### src/rtl/lutram_stream_fifo.sv
// Purpose: show-ahead valid/ready FIFO, LUTRAM-mapped storage feeding an output register.
// Latency: first word visible 2 edges after it is pushed into an empty FIFO; 1 word/cycle sustained.
// Backpressure: in_ready drops only when the RAM is full (DEPTH words); it never looks at out_ready.
//
// Ports:
//   clk, rst              single rising-edge clock, synchronous active-high reset
//   in_data/valid/ready   producer side handshake
//   out_data/valid/ready  consumer side handshake, out_data is the head word (show-ahead)
//   count                 words held in RAM plus output register, 0..DEPTH+1
//   almost_full           registered, only when LUTRAM_FIFO_AFULL_EN is defined
//
// Optional feature macro: LUTRAM_FIFO_AFULL_EN (adds AFULL_THRESH and almost_full).

module lutram_stream_fifo #(
    parameter int D_WIDTH = 8,
    parameter int A_WIDTH = 5
`ifdef LUTRAM_FIFO_AFULL_EN
    ,
    parameter int AFULL_THRESH = 2**A_WIDTH - 4
`endif
) (
    input  logic               clk,
    input  logic               rst,
    input  logic [D_WIDTH-1:0] in_data,
    input  logic               in_valid,
    output logic               in_ready,
    output logic [D_WIDTH-1:0] out_data,
    output logic               out_valid,
    input  logic               out_ready,
    output logic [A_WIDTH:0]   count
`ifdef LUTRAM_FIFO_AFULL_EN
    ,
    output logic               almost_full
`endif
);

    localparam int DEPTH = 2**A_WIDTH;
    localparam logic [A_WIDTH:0] FULL_CNT = (A_WIDTH+1)'(DEPTH);

    // Storage: no reset, one write port, one registered read port.
    logic [D_WIDTH-1:0] ram_q [DEPTH-1:0];

    logic [A_WIDTH-1:0] wr_ptr_q, wr_ptr_d;
    logic [A_WIDTH-1:0] rd_ptr_q, rd_ptr_d;
    logic [A_WIDTH:0]   ram_cnt_q, ram_cnt_d;
    logic               out_valid_q, out_valid_d;
    logic [D_WIDTH-1:0] out_data_q;

    logic push;
    logic load;
    logic pop;

    always_comb begin
        in_ready    = (ram_cnt_q != FULL_CNT);
        push        = in_valid && in_ready;
        // ram_cnt excludes the word being written this edge, so a load never
        // reads the address written on the same edge.
        load        = (ram_cnt_q != '0) && (!out_valid_q || out_ready);
        pop         = out_valid_q && out_ready;

        wr_ptr_d    = wr_ptr_q;
        rd_ptr_d    = rd_ptr_q;
        out_valid_d = out_valid_q;

        if (push) begin
            wr_ptr_d = wr_ptr_q + A_WIDTH'(1);
        end
        if (load) begin
            rd_ptr_d    = rd_ptr_q + A_WIDTH'(1);
            out_valid_d = 1'b1;
        end else if (pop) begin
            out_valid_d = 1'b0;
        end

        ram_cnt_d = ram_cnt_q + (A_WIDTH+1)'(push) - (A_WIDTH+1)'(load);
    end

    always_ff @(posedge clk) begin
        if (push && !rst) begin
            ram_q[wr_ptr_q] <= in_data;
        end
    end

    always_ff @(posedge clk) begin
        if (rst) begin
            wr_ptr_q    <= '0;
            rd_ptr_q    <= '0;
            ram_cnt_q   <= '0;
            out_valid_q <= 1'b0;
            out_data_q  <= '0;
        end else begin
            wr_ptr_q    <= wr_ptr_d;
            rd_ptr_q    <= rd_ptr_d;
            ram_cnt_q   <= ram_cnt_d;
            out_valid_q <= out_valid_d;
            // Registered read; out_data holds when no load, so it is stable
            // while the consumer stalls.
            if (load) begin
                out_data_q <= ram_q[rd_ptr_q];
            end
        end
    end

    assign out_data  = out_data_q;
    assign out_valid = out_valid_q;
    assign count     = ram_cnt_q + (A_WIDTH+1)'(out_valid_q);

`ifdef LUTRAM_FIFO_AFULL_EN
    logic [A_WIDTH:0] count_d;
    logic             almost_full_q;

    assign count_d = ram_cnt_d + (A_WIDTH+1)'(out_valid_d);

    // Registered from next-state count so it moves on the same edge as count.
    always_ff @(posedge clk) begin
        if (rst) begin
            almost_full_q <= 1'b0;
        end else begin
            almost_full_q <= (int'(count_d) >= AFULL_THRESH);
        end
    end

    assign almost_full = almost_full_q;
`endif

endmodule

### config.mk
export PLATFORM = sky130hd
export DESIGN_NAME = lutram_stream_fifo
export DESIGN_NICKNAME = d
export VERILOG_FILES = /design/src/rtl/lutram_stream_fifo.sv
export SDC_FILE = /design/constraint.sdc
export NUM_CORES = 1
export LEC_CHECK = 0
export CORE_UTILIZATION = 30
export CTS_BUF_LIST = sky130_fd_sc_hd__clkbuf_8
export DETAILED_ROUTE_END_ITERATION = 16
export SYNTH_ARGS = -nofsm -noshare
export SYNTH_HDL_FRONTEND = slang
export SYNTH_SLANG_ARGS = --single-unit
### constraint.sdc
create_clock -name clk -period 2.7 [get_ports clk]
set_clock_uncertainty 0.15 [all_clocks]
set_input_delay 0.54 -clock clk [delete_from_list [all_inputs] [get_ports clk]]
set_output_delay 0.54 -clock clk [all_outputs]
set_load 0.02 [all_outputs]
; Word level (Yosys, flattened, before mapping)
; Memory sizes are Yosys's and may differ from the RTL's. A register that Yosys moved wholly into a read port is not among the register bits.
; Cells that the tools add are included.
[word_totals]
register_bits = 17
ramBits = 256
in_bits = 12
word_cells = 24
mem_count = 1
[op_classes]
add_sub_neg = 5
n_eq_ne = 1
muxes = 4
reduce_logical = 9
[memory_table]
columns = name, words, word_bits, read_ports, rd_ports_with_merged_regs, wr, line_no
row1 = ram_q, 32, 8, 1, 1, 1, 41  ; logic [D_WIDTH-1:0] ram_q [DEPTH-1:0];
[op_table]
columns = cell, n
row1 = $add 6x1->6, 2
row2 = $add 5x1->5 const B, 2
row3 = $ne 6x6->1 const B, 1
row4 = $reduce_bool 6->1, 1
row5 = $sub 6x1->6, 1
row6 = $logic_and 1x1->1, 4
row7 = $mux 1, 4
row8 = $logic_not 1->1, 2
row9 = $reduce_bool 2->1, 1
row10 = $logic_or 1x1->1, 1

; Longest topological paths before layout
[depth]
word_depth = 5
mapped_depth = 15
ltp_nobuf = 14

; Worst setup path before layout
; No wires, ideal clock.
[synth_timing]
path_type = register to register
startpoint = register ram_cnt_q[2]
endpoint = register ram_cnt_q[5]
setup_ns = 0.121
arrival_time_ns = 2.741
setup_slack_ns = -0.312
path_stages_with_launch = 15
path_cell_list = dfxtp_1 -> inv_1 -> ha_1 -> nand4bb_1 -> and2_1 -> clkbuf_1 -> inv_1 -> ha_1 -> inv_1 -> ha_1 -> a21o_1 -> a21oi_1 -> o21bai_1 -> a21oi_1 -> mux2_2
[synth_between]
elab_chain_cells = 4
word_cells_on_any_way = 6
classes_between = add/sub: 2 / eq/ne: 1 / reduce/logical: 3
[synth_rtl]
columns = element, line_no
row1 = from (decl), 45  ; logic [A_WIDTH:0] ram_cnt_q, ram_cnt_d;
row2 = from (signal assigned), 94  ; ram_cnt_q <= ram_cnt_d;
row3 = $ne 6x6->1, 54  ; in_ready = (ram_cnt_q != FULL_CNT);
row4 = via in_ready, 26  ; output logic in_ready,
row5 = $logic_and 1x1->1, 55  ; push = in_valid && in_ready;
row6 = $add 6x1->6, 75  ; ram_cnt_d = ram_cnt_q + (A_WIDTH+1)'(push) - (A_WIDTH+1)'(load);
row7 = $sub 6x1->6, 75
; The timed path passes the listed nets, and every way through them passes these cells.
; A chain may end at the register's enable or synchronous reset.

; Worst setup path after layout
[layout_timing]
startpoint = register ram_cnt_q[4]
endpoint = output port in_ready
[layout_between]
elab_chain_cells = 1
[layout_rtl]
columns = element, line_no
row1 = $ne 6x6->1, 54
row2 = to (decl), 26
; Every way passes these cells.

==> reports/results.txt <==
clock sink count -> 281
max_cap viols -> 0
Seq/Total Area, Yosys -> 73.21%
share of layout cells above drive strength 1 -> 27.81%
first-pass GRT wire length -> 37540 um
CTS Buf Count -> 47
Area Growth Syn to Fin -> 20.80%
Post-Route WL -> 24940 um
Synth Register Bits -> 281
Max H-tree Level -> 2
via count -> 5905
IO buf count -> 27
DP Area -> 0.01254 mm2
# IOs -> 28
hold_ws -> 0.3326 ns
Mapped Cells -> 601
Std-Cell Core Area -> 0.03661 mm2
synthesized area per cell -> 18.61 um2
register area -> 0.008198 mm2
final std cell area, no fill -> 0.01351 mm2
cell area after synthesis -> 0.01118 mm2
initial antenna violation count -> 0
DRT Pass-1 Iters -> 5
async set or reset register ratio after synthesis -> 0%
worst slew pin tran -> 0.7541 ns
Pwr Density -> 874.8 mW/mm2
Peak Freq -> 0.3888 GHz
Initial Util -> 30.55%
synth cell count leaders -> edfxtp_1 (256), nor2_1 (52), mux4_2 (46), mux2i_1 (37), dfxtp_1 (25)
Slew Limit Fails -> 0
Syn Nets -> 633
post-detail-place hpwl -> 15160 um
row count -> 70
# setup viols final -> 0
Max transition margin -> 49.59%
area leader, netlist -> edfxtp_1
grt total ovfl -> 0
DP Cell Count -> 1136
top_reg_cell synth -> edfxtp_1
library cells used by synthesis -> 41
period utilization -> 95.25%
area share of the largest cell type after synthesis -> 68.73%
Crit Path Category -> flop to primary output
Worst Path Max Fanout -> 3
YS warnings -> 0
ant diodes -> 0
Max clock buf depth -> 3
main area contributors after synthesis -> edfxtp_1 (69%), mux4_2 (9.3%), dfxtp_1 (4.5%)
fin cells -> 1223
Worst Hold Class -> flop to flop
worst skew pair latency -> 0.57 ns
post-route ant nets -> 0
TritonCTS clock tree -> built
CP Data Arrival Time -> 1.88 ns
vias in the first global route -> 5953
outcome -> completed
drt drc -> 0
most frequent cell after synthesis -> edfxtp_1
FILL cells -> 3389
leakage -> 4.517 nW
largest net degree at the start of global routing -> 34
clk slew on worst S/H paths -> 0.06 ns
Post-synth EDFFs -> 256
detailed-route wire length per cell -> 20.39 um
root buf cell -> clkbuf_8
area of the multi-input gates -> 0.002853 mm2
Req. time, crit path -> 2.01 ns
DIE AREA -> 0.03806 mm2
RSZ-0062 raised after global routing -> yes
nets -> 750
Fin. Hold Viols -> 0
total power -> 0.01182 W
Peak VDD IR -> 484.5 uV
DRT iter0 DRCs -> 516
chip width -> 195.1 um
Tmin final -> 2.572 ns
cts hold-fix bufs -> 0
Worst setup SP type -> flop
Final Wtd Congestion -> 0.8123
GRT Resource Usage Total -> 13.28%
vias per inst -> 4.828
Die Ht -> 195.1 um
Setup crit end kind -> primary output
[metrics by stage]
step	setup WS [ns]	utilization (%)	TNS, ns
global route	-0.07864	36.90	-0.1152
finish	0.1283	36.90	0
floorplan	0.01085	-	0
CTS	0.005562	36.80	0
detailed placement	-0.2750	34.26	-0.5453
global placement	-0.2618	34.26	-0.5025
[where the power goes]
| group | internal (W) | total, W | switching (W) |
|---|---|---|---|
| clock network | 0.00206 | 0.00372 | 0.00167 |
| registers | 0.00491 | 0.00509 | 0.000180 |
| logic | 0.00149 | 0.00301 | 0.00151 |
[sequential cells by signal, summed over array words and instances (netlist names)]
register	cells
ram_cnt_q	6
ram_q	256
out_valid	1
wr_ptr_q	5
out_data	8
rd_ptr_q	5
[critical path: stages, from the launching register on]
cell	delay, ns
dfxtp_1	0.36
inv_2	0.06
ha_2	0.20
nand4bb_4	0.11
clkdlybuf4s50_1	0.61
[what timing repair did]
action / 4_1_cts / 5_1_grt
pin swaps: 0 / 5
gates resized for setup: 8 / 8
buffers inserted: 0 / 1
setup endpoints to repair: 5 / 3
hold endpoints to repair: 0 / 0
[logic make-up (layout without fill, tap and decap cells)]
logic type               count (synthesis)  in the layout  synth area share, %
AO/OA/AOI/OAI                           68             68                4.620
buffers and inverters                   42            196                1.835
XOR/XNOR                                15             15                1.175
flip-flops                             281            281                73.21
adder cells (fa/ha/maj)                 20             20                2.305
AND/OR/NAND/NOR                         89             89                3.714
multiplexers                            86             86                13.14
[final timing paths]
check | start | to | slack, ns | cells past startpoint
setup / recovery | ram_cnt_q[4]$_SDFF_PP0_ | in_ready | 0.13 | 4
hold / removal | out_data[3]$_SDFFE_PP0P_ | out_data[3]$_SDFFE_PP0P_ | 0.33 | 1
setup reg to reg | ram_cnt_q[2]$_SDFF_PP0_ | ram_cnt_q[5]$_SDFF_PP0_ | 0.14 | 12
hold reg to reg | out_data[3]$_SDFFE_PP0P_ | out_data[3]$_SDFFE_PP0P_ | 0.33 | 1
[placed cells by master (no fill, tap or decap), types with 2 or more instances in the layout]
cell and count:
ha_1 16, mux2i_1 37, a21oi_2 2, o221ai_1 8, ha_2 2, or3b_2 2, a22oi_1 7, clkinv_2 10
nand3b_1 5, nand2_1 11, dlygate4sd2_1 4, buf_4 66, clkdlybuf4s50_1 22, xnor2_1 7, mux4_1 2, nand4_1 4
xor2_1 8, nand3_1 3, a2111oi_1 3, a2111oi_2 4, a22o_1 14, inv_1 20, clkbuf_8 52, dfxtp_1 19
clkinv_1 8, nor2b_1 6, o22ai_1 7, edfxtp_1 256, mux4_2 46, nor2_1 52, dfxtp_2 5, buf_12 7
inv_2 3, a21oi_1 18, bufinv_16 3
[routing by layer]
metal	up-vias	wire (um)	track usage (%)
met4	0	496	4.374
met1	3038	11460	18.84
met3	43	1397	2.522
met5	-	0	0
li1	2657	-	-
met2	167	11580	20.46
[layout make-up]
class,count,area share [%]
repair buffers,100,6.677
multi-input cells,278,21.11
clock buffers,52,5.297
well taps,468,4.334
inverters,10,0.2778
clock inverters,34,1.621
flip-flops and latches,281,60.68
(Power assumes the default switching activity.)
